--- config.mk ---
export PLATFORM = sky130hd
export DESIGN_NAME = decode_pipe
export DESIGN_NICKNAME = d
export VERILOG_FILES = /design/src/rtl/cpu_pkg.sv /design/src/rtl/regfile_bypass.sv /design/src/rtl/decode_pipe.sv
export SDC_FILE = /design/constraint.sdc
export NUM_CORES = 1
export LEC_CHECK = 0
export CAP_MARGIN = 20
export CORE_MARGIN = 2
export CORE_UTILIZATION = 55
export DETAILED_ROUTE_END_ITERATION = 10
export PLACE_DENSITY = 0.81
export SLEW_MARGIN = 30
export SYNTH_ARGS = -nofsm -noshare
export SYNTH_HDL_FRONTEND = slang
export SYNTH_SLANG_ARGS = --single-unit
--- constraint.sdc ---
create_clock -name clk -period 7.5 [get_ports clk]
set_input_delay 1.5 -clock clk [delete_from_list [all_inputs] [get_ports clk]]
set_output_delay 1.5 -clock clk [all_outputs]
set_load 0.03 [all_outputs]
--- src/rtl/cpu_pkg.sv ---
// Shared encodings for the decode pipeline: opcodes, ALU operations, operand selects
// and the control state, plus the opcode-to-control decode table.
package cpu_pkg;

    typedef enum logic [3:0] {
        OP_NOP  = 4'h0,
        OP_ADD  = 4'h1,
        OP_SUB  = 4'h2,
        OP_AND  = 4'h3,
        OP_OR   = 4'h4,
        OP_ADDI = 4'h5,
        OP_SUBI = 4'h6,
        OP_INCR = 4'h7,
        OP_DECR = 4'h8,
        OP_LDI  = 4'h9,
        OP_LD   = 4'hA,
        OP_ST   = 4'hB,
        OP_BEQ  = 4'hC,
        OP_BGT  = 4'hD,
        OP_JUMP = 4'hE,
        OP_HALT = 4'hF
    } opcode_e;

    localparam logic [1:0] ALU_ADD = 2'b00;
    localparam logic [1:0] ALU_SUB = 2'b01;
    localparam logic [1:0] ALU_AND = 2'b10;
    localparam logic [1:0] ALU_OR  = 2'b11;

    typedef enum logic {
        ST_RUN    = 1'b0,
        ST_HALTED = 1'b1
    } state_e;

    typedef enum logic [1:0] {
        SRC1_ZERO,
        SRC1_RD,
        SRC1_RS,
        SRC1_PC
    } src1_sel_e;

    typedef enum logic [2:0] {
        SRC2_ZERO,
        SRC2_RS,
        SRC2_IMM,
        SRC2_DISP,
        SRC2_ONE
    } src2_sel_e;

    typedef struct packed {
        logic [1:0] alu_op;
        src1_sel_e  src1_sel;
        src2_sel_e  src2_sel;
        logic       writes_rd;
        logic       use_rd;
        logic       use_rs;
        logic       is_eq;
        logic       mem_w;
        logic       pc_w;
        logic       is_ldi;
        logic       is_ld_st;
        logic       is_jump;
        logic       is_halt;
    } ctrl_t;

    // use_rd/use_rs mark the registers an opcode reads, which drive the hazard check.
    function automatic ctrl_t decode_op(input opcode_e op);
        ctrl_t c;
        c = '{alu_op: ALU_ADD, src1_sel: SRC1_ZERO, src2_sel: SRC2_ZERO, default: 1'b0};
        case (op)
            OP_NOP: ;
            OP_ADD, OP_SUB, OP_AND, OP_OR: begin
                c.alu_op    = (op == OP_ADD) ? ALU_ADD :
                              (op == OP_SUB) ? ALU_SUB :
                              (op == OP_AND) ? ALU_AND : ALU_OR;
                c.src1_sel  = SRC1_RD;
                c.src2_sel  = SRC2_RS;
                c.writes_rd = 1'b1;
                c.use_rd    = 1'b1;
                c.use_rs    = 1'b1;
            end
            OP_ADDI, OP_SUBI: begin
                c.alu_op    = (op == OP_SUBI) ? ALU_SUB : ALU_ADD;
                c.src1_sel  = SRC1_RD;
                c.src2_sel  = SRC2_IMM;
                c.writes_rd = 1'b1;
                c.use_rd    = 1'b1;
            end
            OP_INCR, OP_DECR: begin
                c.alu_op    = (op == OP_DECR) ? ALU_SUB : ALU_ADD;
                c.src1_sel  = SRC1_RD;
                c.src2_sel  = SRC2_ONE;
                c.writes_rd = 1'b1;
                c.use_rd    = 1'b1;
            end
            OP_LDI: begin
                c.src2_sel  = SRC2_IMM;
                c.writes_rd = 1'b1;
                c.is_ldi    = 1'b1;
            end
            OP_LD: begin
                c.src1_sel  = SRC1_RS;
                c.src2_sel  = SRC2_DISP;
                c.writes_rd = 1'b1;
                c.use_rs    = 1'b1;
                c.is_ld_st  = 1'b1;
            end
            OP_ST: begin
                c.src1_sel  = SRC1_RS;
                c.src2_sel  = SRC2_DISP;
                c.use_rd    = 1'b1;
                c.use_rs    = 1'b1;
                c.is_ld_st  = 1'b1;
                c.mem_w     = 1'b1;
            end
            OP_BEQ, OP_BGT: begin
                c.src1_sel  = SRC1_PC;
                c.src2_sel  = SRC2_DISP;
                c.use_rd    = 1'b1;
                c.use_rs    = 1'b1;
                c.pc_w      = 1'b1;
                c.is_eq     = (op == OP_BEQ);
            end
            OP_JUMP: begin
                c.src1_sel  = SRC1_PC;
                c.src2_sel  = SRC2_IMM;
                c.pc_w      = 1'b1;
                c.is_jump   = 1'b1;
            end
            OP_HALT: begin
                c.is_halt   = 1'b1;
            end
        endcase
        return c;
    endfunction

endpackage

--- src/rtl/regfile_bypass.sv ---
// Register file with two combinational read ports, one write port and write-through
// bypass; register 0 always reads as zero and ignores writes.
module regfile_bypass #(
    parameter int DATA_W = 16,
    parameter int NREG   = 8,
    localparam int AW    = $clog2(NREG)
) (
    input  logic              clk,
    input  logic              rst,
    input  logic [AW-1:0]     raddr_a,
    output logic [DATA_W-1:0] rdata_a,
    input  logic [AW-1:0]     raddr_b,
    output logic [DATA_W-1:0] rdata_b,
    input  logic              we,
    input  logic [AW-1:0]     waddr,
    input  logic [DATA_W-1:0] wdata
);

    logic [DATA_W-1:0] regs [NREG];

    always_ff @(posedge clk or posedge rst) begin
        if (rst) begin
            for (int i = 0; i < NREG; i++) begin
                regs[i] <= '0;
            end
        end else if (we && (waddr != '0)) begin
            regs[waddr] <= wdata;
        end
    end

    // A write landing this cycle is forwarded so the reader never sees a stale value.
    always_comb begin
        rdata_a = '0;
        rdata_b = '0;
        if (raddr_a != '0) begin
            rdata_a = (we && (waddr == raddr_a)) ? wdata : regs[raddr_a];
        end
        if (raddr_b != '0) begin
            rdata_b = (we && (waddr == raddr_b)) ? wdata : regs[raddr_b];
        end
    end

endmodule

--- src/rtl/decode_pipe.sv ---
// Single-entry decode/issue stage: holds one instruction, checks it against the pending
// scoreboard, reads operands (with writeback bypass) and presents decoded controls.
module decode_pipe
    import cpu_pkg::*;
#(
    parameter int DATA_W   = 16,
    parameter int NREG     = 8,
    parameter int SEXT_IMM = 0,
    localparam int REG_AW  = $clog2(NREG)
) (
    input  logic              clk,
    input  logic              rst,
    input  logic              in_valid,
    output logic              in_ready,
    input  logic [15:0]       inst,
    input  logic [DATA_W-1:0] pc,
    output logic              out_valid,
    input  logic              out_ready,
    output logic              is_eq,
    output logic              mem_w,
    output logic              pc_w,
    output logic              is_ldi,
    output logic              is_ld_st,
    output logic              is_jump,
    output logic              halted,
    output logic [1:0]        alu_op,
    output logic [REG_AW-1:0] rd_addr,
    output logic [DATA_W-1:0] source1,
    output logic [DATA_W-1:0] source2,
    output logic [DATA_W-1:0] rd_val,
    output logic [DATA_W-1:0] rs_val,
    output logic [DATA_W-1:0] pc_out,
    input  logic              wb_en,
    input  logic              wb_nowrite,
    input  logic [REG_AW-1:0] wb_addr,
    input  logic [DATA_W-1:0] wb_data,
    input  logic              flush
);

    state_e            state;
    state_e            state_next;
    logic [15:0]       ir;
    logic [DATA_W-1:0] ir_pc;
    logic              ir_valid;
    logic [NREG-1:0]   pending;
    logic [NREG-1:0]   wb_clr_mask;
    logic [NREG-1:0]   set_mask;
    logic [NREG-1:0]   live_pending;
    opcode_e           op;
    ctrl_t             ctrl;
    logic [REG_AW-1:0] rd_idx;
    logic [REG_AW-1:0] rs_idx;
    logic [REG_AW-1:0] rd_sel;
    logic [DATA_W-1:0] disp_ext;
    logic [DATA_W-1:0] imm_ext;
    logic [DATA_W-1:0] rd_data;
    logic [DATA_W-1:0] rs_data;
    logic              hazard;
    logic              accept;
    logic              issue;

    assign op     = opcode_e'(ir[15:12]);
    assign ctrl   = decode_op(op);
    assign rd_idx = REG_AW'(ir[11:9]);
    assign rs_idx = REG_AW'(ir[8:6]);
    assign rd_sel = ctrl.writes_rd ? rd_idx : '0;

    assign disp_ext = (SEXT_IMM != 0) ? {{(DATA_W-6){ir[5]}}, ir[5:0]}
                                      : {{(DATA_W-6){1'b0}}, ir[5:0]};
    assign imm_ext  = (SEXT_IMM != 0) ? {{(DATA_W-9){ir[8]}}, ir[8:0]}
                                      : {{(DATA_W-9){1'b0}}, ir[8:0]};

    regfile_bypass #(
        .DATA_W (DATA_W),
        .NREG   (NREG)
    ) u_regfile (
        .clk     (clk),
        .rst     (rst),
        .raddr_a (rd_idx),
        .rdata_a (rd_data),
        .raddr_b (rs_idx),
        .rdata_b (rs_data),
        .we      (wb_en && !wb_nowrite),
        .waddr   (wb_addr),
        .wdata   (wb_data)
    );

    // A writeback (including a squash) releases its register in the same cycle it arrives.
    assign wb_clr_mask  = wb_en ? (NREG'(1) << wb_addr) : '0;
    assign live_pending = pending & ~wb_clr_mask;
    assign hazard       = (ctrl.use_rd && live_pending[rd_idx]) ||
                          (ctrl.use_rs && live_pending[rs_idx]);

    assign accept   = in_valid && in_ready;
    assign issue    = out_valid && out_ready && !flush;
    assign set_mask = (issue && (rd_sel != '0)) ? (NREG'(1) << rd_sel) : '0;

    always_ff @(posedge clk or posedge rst) begin
        if (rst) begin
            state <= ST_RUN;
        end else begin
            state <= state_next;
        end
    end

    always_comb begin
        state_next = state;
        case (state)
            ST_RUN:    if (issue && ctrl.is_halt) state_next = ST_HALTED;
            ST_HALTED: state_next = ST_HALTED;
        endcase
    end

    always_comb begin
        halted    = (state == ST_HALTED);
        out_valid = ir_valid && !hazard && (state == ST_RUN);
        in_ready  = (state == ST_RUN) && !flush && (!ir_valid || (out_valid && out_ready));
    end

    // Flush wins over everything; an accept in the issue cycle refills without a bubble.
    always_ff @(posedge clk or posedge rst) begin
        if (rst) begin
            ir       <= '0;
            ir_pc    <= '0;
            ir_valid <= 1'b0;
        end else if (flush) begin
            ir_valid <= 1'b0;
        end else if (accept) begin
            ir       <= inst;
            ir_pc    <= pc;
            ir_valid <= 1'b1;
        end else if (issue) begin
            ir_valid <= 1'b0;
        end
    end

    // Set takes priority over clear when issue and writeback name the same register.
    always_ff @(posedge clk or posedge rst) begin
        if (rst) begin
            pending <= '0;
        end else begin
            pending <= (pending & ~wb_clr_mask) | set_mask;
        end
    end

    always_comb begin
        is_eq    = 1'b0;
        mem_w    = 1'b0;
        pc_w     = 1'b0;
        is_ldi   = 1'b0;
        is_ld_st = 1'b0;
        is_jump  = 1'b0;
        alu_op   = ALU_ADD;
        rd_addr  = '0;
        source1  = '0;
        source2  = '0;
        rd_val   = '0;
        rs_val   = '0;
        pc_out   = '0;
        if (out_valid) begin
            is_eq    = ctrl.is_eq;
            mem_w    = ctrl.mem_w;
            pc_w     = ctrl.pc_w;
            is_ldi   = ctrl.is_ldi;
            is_ld_st = ctrl.is_ld_st;
            is_jump  = ctrl.is_jump;
            alu_op   = ctrl.alu_op;
            rd_addr  = rd_sel;
        end
        if (ir_valid) begin
            rd_val = rd_data;
            rs_val = rs_data;
            pc_out = ir_pc;
            case (ctrl.src1_sel)
                SRC1_ZERO: source1 = '0;
                SRC1_RD:   source1 = rd_data;
                SRC1_RS:   source1 = rs_data;
                SRC1_PC:   source1 = ir_pc;
            endcase
            case (ctrl.src2_sel)
                SRC2_RS:   source2 = rs_data;
                SRC2_IMM:  source2 = imm_ext;
                SRC2_DISP: source2 = disp_ext;
                SRC2_ONE:  source2 = DATA_W'(1);
                default:   source2 = '0;
            endcase
        end
    end

endmodule

# Yosys cells after proc, flatten, opt, wreduce, memory -nomap -nowiden
# Index checks and enable logic that the tools add are counted.
# word_totals
ff_bits	170
in_bits	58
out_inout_bits	94
# op_classes
order_cmp	6
n_eq_ne	24
shifts	2
n_mux	58
bitwise	8
reduce_logical	41
# ops
operator	count
$mux 16	14
$bwmux 128	1
$pmux 16 s4	2
$bmux 16 s3	2
$demux 16 s3	1
$eq 4x4->1 const B	8
$mux 1	25
$eq 4x3->1 const B	4
$logic_and 1x1->1	16
$mux 8	2
$reduce_or 8->1	2
$shl 1x3->8 const A	2
$reduce_bool 3->1	5
$ge 4x4->1 const B	3
$not 3->4	3
$pmux 2 s3	2
$pmux 3 s4	1
$reduce_or 4->1	3
$reduce_or 11->1	1
$reduce_or 10->1	1
$and 8x8->8	1
$eq 4x2->1 const B	2
$lt 3x4->1 const B	2
$not 8->8	1
20 further kinds	35

# Depth between registers and ports, before layout
# logic_depth
ltp_word	17
mapped_depth	9
depth_no_buf	6

# Cells and area by module
# Synthesis repeated with hierarchy kept, for this count alone.
# hier_totals
hier_cells	1009
hier_area_um2	10870.4
# modules_own_cells
mod	instances	cells_per_inst	area_each_um2
regfile_bypass	1	548	7272.0
decode_pipe	1	461	3598.5

# Worst setup path before layout
# OpenSTA, ideal clock, no wires.
# synth_timing
path_type	input to output
from	input wb_en
to	output is_jump
arrival_time_ns	3.752
setup_slack_ns	2.248
stages	8
path_buffers	2
cell_sequence	buf_4 > or4b_4 > and3_4 > a2111oi_4 > nor3_1 > nor3b_1 > buf_2 > nor4b_2
# synth_via
elab_chain_cells	11
# synth_rtl
element	line_no	text
start: declaration	decode_pipe.sv:33	input logic wb_en,
$mux 8 *	decode_pipe.sv:89	assign wb_clr_mask = wb_en ? (NREG'(1) << wb_addr) : '0;
$not 8->8 *	decode_pipe.sv:90	assign live_pending = pending & ~wb_clr_mask;
$and 8x8->8 *	decode_pipe.sv:90	
$bmux 1 s3 (on tied branches)	decode_pipe.sv:91, decode_pipe.sv:92	
$mux 1 (on tied branches)	decode_pipe.sv:91, decode_pipe.sv:92	
$logic_and 1x1->1 (on tied branches)	decode_pipe.sv:91, decode_pipe.sv:92	
$logic_or 1x1->1 *	decode_pipe.sv:91	assign hazard = (ctrl.use_rd && live_pending[rd_idx]) ||
$logic_not 1->1 *	decode_pipe.sv:116	out_valid = ir_valid && !hazard && (state == ST_RUN);
$logic_and 1x1->1 * (2 in series)	decode_pipe.sv:116	
$mux 1 *	decode_pipe.sv:160	if (out_valid) begin
end: declaration	decode_pipe.sv:24	output logic is_jump,
# Mark *: on every way between the ends. The rest lies on a longest branch, timed or not. The select of a mux whose other input is x is not followed.

# Worst setup path after layout
# layout_timing
from	input wb_addr[2]
to	output is_jump
# layout_via
elab_chain_cells	12
# layout_rtl
element	line_no	text
start: declaration	decode_pipe.sv:35	input logic [REG_AW-1:0] wb_addr,
$shl 1x3->8 *	decode_pipe.sv:89	
$mux 8 *	decode_pipe.sv:89	
$not 8->8 *	decode_pipe.sv:90	
$and 8x8->8 *	decode_pipe.sv:90	
$bmux 1 s3 (on tied branches)	decode_pipe.sv:91, decode_pipe.sv:92	
$mux 1 (on tied branches)	decode_pipe.sv:91, decode_pipe.sv:92	
$logic_and 1x1->1 (on tied branches)	decode_pipe.sv:91, decode_pipe.sv:92	
$logic_or 1x1->1 *	decode_pipe.sv:91	
$logic_not 1->1 *	decode_pipe.sv:116	
$logic_and 1x1->1 * (2 in series)	decode_pipe.sv:116	
$mux 1 *	decode_pipe.sv:160	
# Marked as above.

==> run summary <==
Min-Delay Path Class: register to register
clock-pin slew on the worst setup and hold paths: 0.06 ns
Netlist cell types: 60
clk_skew: 0.0100 ns
crit-path max FO: 16
clk buf depth: 2
initial antenna violation count: 0
Simple-Gate Fraction of Synth Area: 11.9%
Int Pwr: 0.00306 W
post-CTS setup repair buffer count: 0
most area-hungry cell type in the Yosys netlist: dfrtp_1
HPWL after DPL: 19900 um
Die Wd: 140 um
switching power: 0.00235 W
Final Hold Viols: 0
DR pass1 iterations: 7
Reg power frac: 28.6%
Worst path max stage delay: 0.71 ns
Num CTS Buffers: 17
register area: 4260 um2
Mapped Cells: 854
DP Cell Count: 1175
Nets: 1024
top cells by area, synth: dfrtp_1, mux2_2, mux4_2
Layout fillers: 1272
final period demand of the worst path: 6.44 ns
wire per inst: 24.6 um
mux cell area share after synthesis: 31.9%
Crit path arrival time: 4.94 ns
Synth Register Bits: 170
number of enable flip-flop cells after synthesis: 0
Die Y: 140 um
Avg Inst Size Synth: 11.9 um2
CORE AREA: 18000 um2
clock share of power: 16.2%
Gates resized, CTS repair: 0
R2R Setup Slk: 3.86 ns
Setup CP Type: primary input to output pin
Non-Filler Instances: 1208
layout cells sized above 1: 28.6%
CTS tree: built
most used routing layer in global routing: met2
GRT Residual Overflow: 0
CTS root buffer: clkbuf_16
cell breakdown of the critical path: clkdlybuf4s50_1 -> or4b_4 -> and3_4 -> a2111oi_4 -> nor3_1 -> nor3b_2 -> buf_4 -> nor4b_2 -> clkdlybuf4s50_1
Max transition margin: 34.8%
largest net degree at the start of global routing: 96
Leak: 5.16 nW
io pins: 152
Initial Util: 56.4%
H-tree depth: 4
Yosys top cell area share: 41.8%
maximum VDD drop: 0.376 mV
status: finished clean
# diodes: 0
first-pass GRT wire length: 45700 um
met3 usage: 7.69%
xor and xnor area share after synthesis: 0.689%
yosys warns: 0
Clock Sinks: 170
# setup viols final: 0
power per cell area: 434 nW/um2
area of the multi-input gates: 5510 um2
GR Util met1: 40.6%
Setup crit end kind: output pin
# hold bufs at CTS: 0
clk_lat worst skew: 0.43 ns
Post-synth top cells: dfrtp_1, mux2_2, nor2_1
Routed Wire Length: 29800 um
port buffer count: 151
Post-Syn Nets: 912
largest family of logic cells by synthesized area: multiplexers
RSZ-0062 raised after global routing: no
Max Clk Rate: 155 MHz
WHS: 0.374 ns
Top cell by count, worst path: clkdlybuf4s50_1
compound-cell area share of the yosys netlist: 9.49%
Tcrit/Tclk final: 85.9%
Startpoint Class: primary input
Critical Path RT: 6.00 ns
most common cell in the synthesized netlist: dfrtp_1
number of global-route vias before repair: 7852
Placer Congestion: 0.948
routed vias: 8027
Sw Share: 43.5%
Async SR Flop Fraction: 100%
maxcap violations: 0
row cnt: 49
Cell Area, Synth: 10200 um2
slowest CP cell: clkdlybuf4s50_1
DRC: 0
Antenna Nets Post-Route: 0
DRT iter0 DRCs: 704
combinational power share: 55.2%
grt met2 use: 47.3%
setup_tns: 0 ns
die area: 19600 um2
drt via density: 6.64
GRT Util Overall: 30.7%
ys flop type: dfrtp_1
worst-margin pin slew: 0.978 ns
Adder-Cell Fraction of Synth Area: 0%
post-synthesis sequential area ratio: 41.8%
synthesis-to-finish area growth: 22.4%
fin. max-slew vios: 0
cell families (layout without fill, tap and decap cells):
| logic type | count (synthesis) | in the layout |
|---|---|---|
| XOR/XNOR | 8 | 8 |
| flip-flops | 170 | 170 |
| buffers and inverters | 94 | 219 |
| multiplexers | 229 | 229 |
| AND/OR/NAND/NOR | 221 | 221 |
| AO/OA/AOI/OAI | 132 | 132 |
path summary, 6_finish.rpt:
kind,cells past startpoint,to,start
max,9,is_jump,wb_addr[2]
min,0,u_regfile.regs[115],u_regfile.regs[115]
max reg2reg,8,ir_pc[3],ir[6]
min reg2reg,0,u_regfile.regs[115],u_regfile.regs[115]
max in group asynchronous,4,u_regfile.regs[3],rst
min in group asynchronous,2,u_regfile.regs[123],rst
per-layer routing:
| metal | vias to the layer above | part of all wire [%] | routed length (um) |
|---|---|---|---|
| met5 | - | 0 | 0 |
| met1 | 4033 | 40 | 11800 |
| met2 | 495 | 46 | 13800 |
| li1 | 3398 | - | - |
| met3 | 101 | 9.3 | 2770 |
| met4 | 0 | 4.7 | 1390 |
power by group through the flow:
stage,registers [W],clock network (W),logic [W]
after floorplan,0.00131,0,0.00217
after global placement,0.00153,0,0.00287
after detailed placement,0.00155,0,0.00292
after CTS,0.00154,0.000881,0.00294
after global routing,0.00159,0.000925,0.00313
final,0.00155,0.000875,0.00298
metrics by stage:
| stage | instance area, um2 | util (%) | worst slack [ns] | power (W) |
|---|---|---|---|---|
| after floorplan | 10200 | - | 1.40 | 0.00348 |
| after global placement | 11800 | 65.4 | 1.21 | 0.00441 |
| after detailed placement | 11800 | 65.7 | 1.12 | 0.00447 |
| after CTS | 12400 | 68.9 | 1.10 | 0.00536 |
| after global routing | 12500 | 69.1 | 0.913 | 0.00564 |
| final | 12500 | 69.1 | 1.06 | 0.00541 |
area by class of cell:
type	count	share of cell area (%)
clock buffer	25	4.06
multi-input combinational	590	44.2
tap	229	2.30
timing repair buffer	180	14.3
sequential	170	34.2
clock inverter	7	0.643
inverter	7	0.251
registers in the layout, indices dropped and copies added, names as in the netlist:
name and count:
ir_valid 1, pending 8, ir 16, halted 1, u_regfile.regs 128, ir_pc 16
critical path, delay by kind of cell:
family                 cells  cell delay (ns)
and+or+nand+nor            5             1.46
AOI/OAI and AO/OA          1             0.37
buffers and inverters      3             1.61
cell usage in the layout (no fill, tap or decap), types with 10 or more instances in the layout:
master,instances
dfrtp_1,167
clkdlybuf4s50_1,151
mux2_2,115
nor2_1,64
and2_1,62
mux4_2,53
a211oi_1,44
mux2i_1,32
a21oi_1,29
mux2_4,29
nand2_1,27
a22oi_1,24
buf_4,24
clkbuf_16,17
and3_1,15
nor2b_1,10
(Power assumes the default switching activity.)
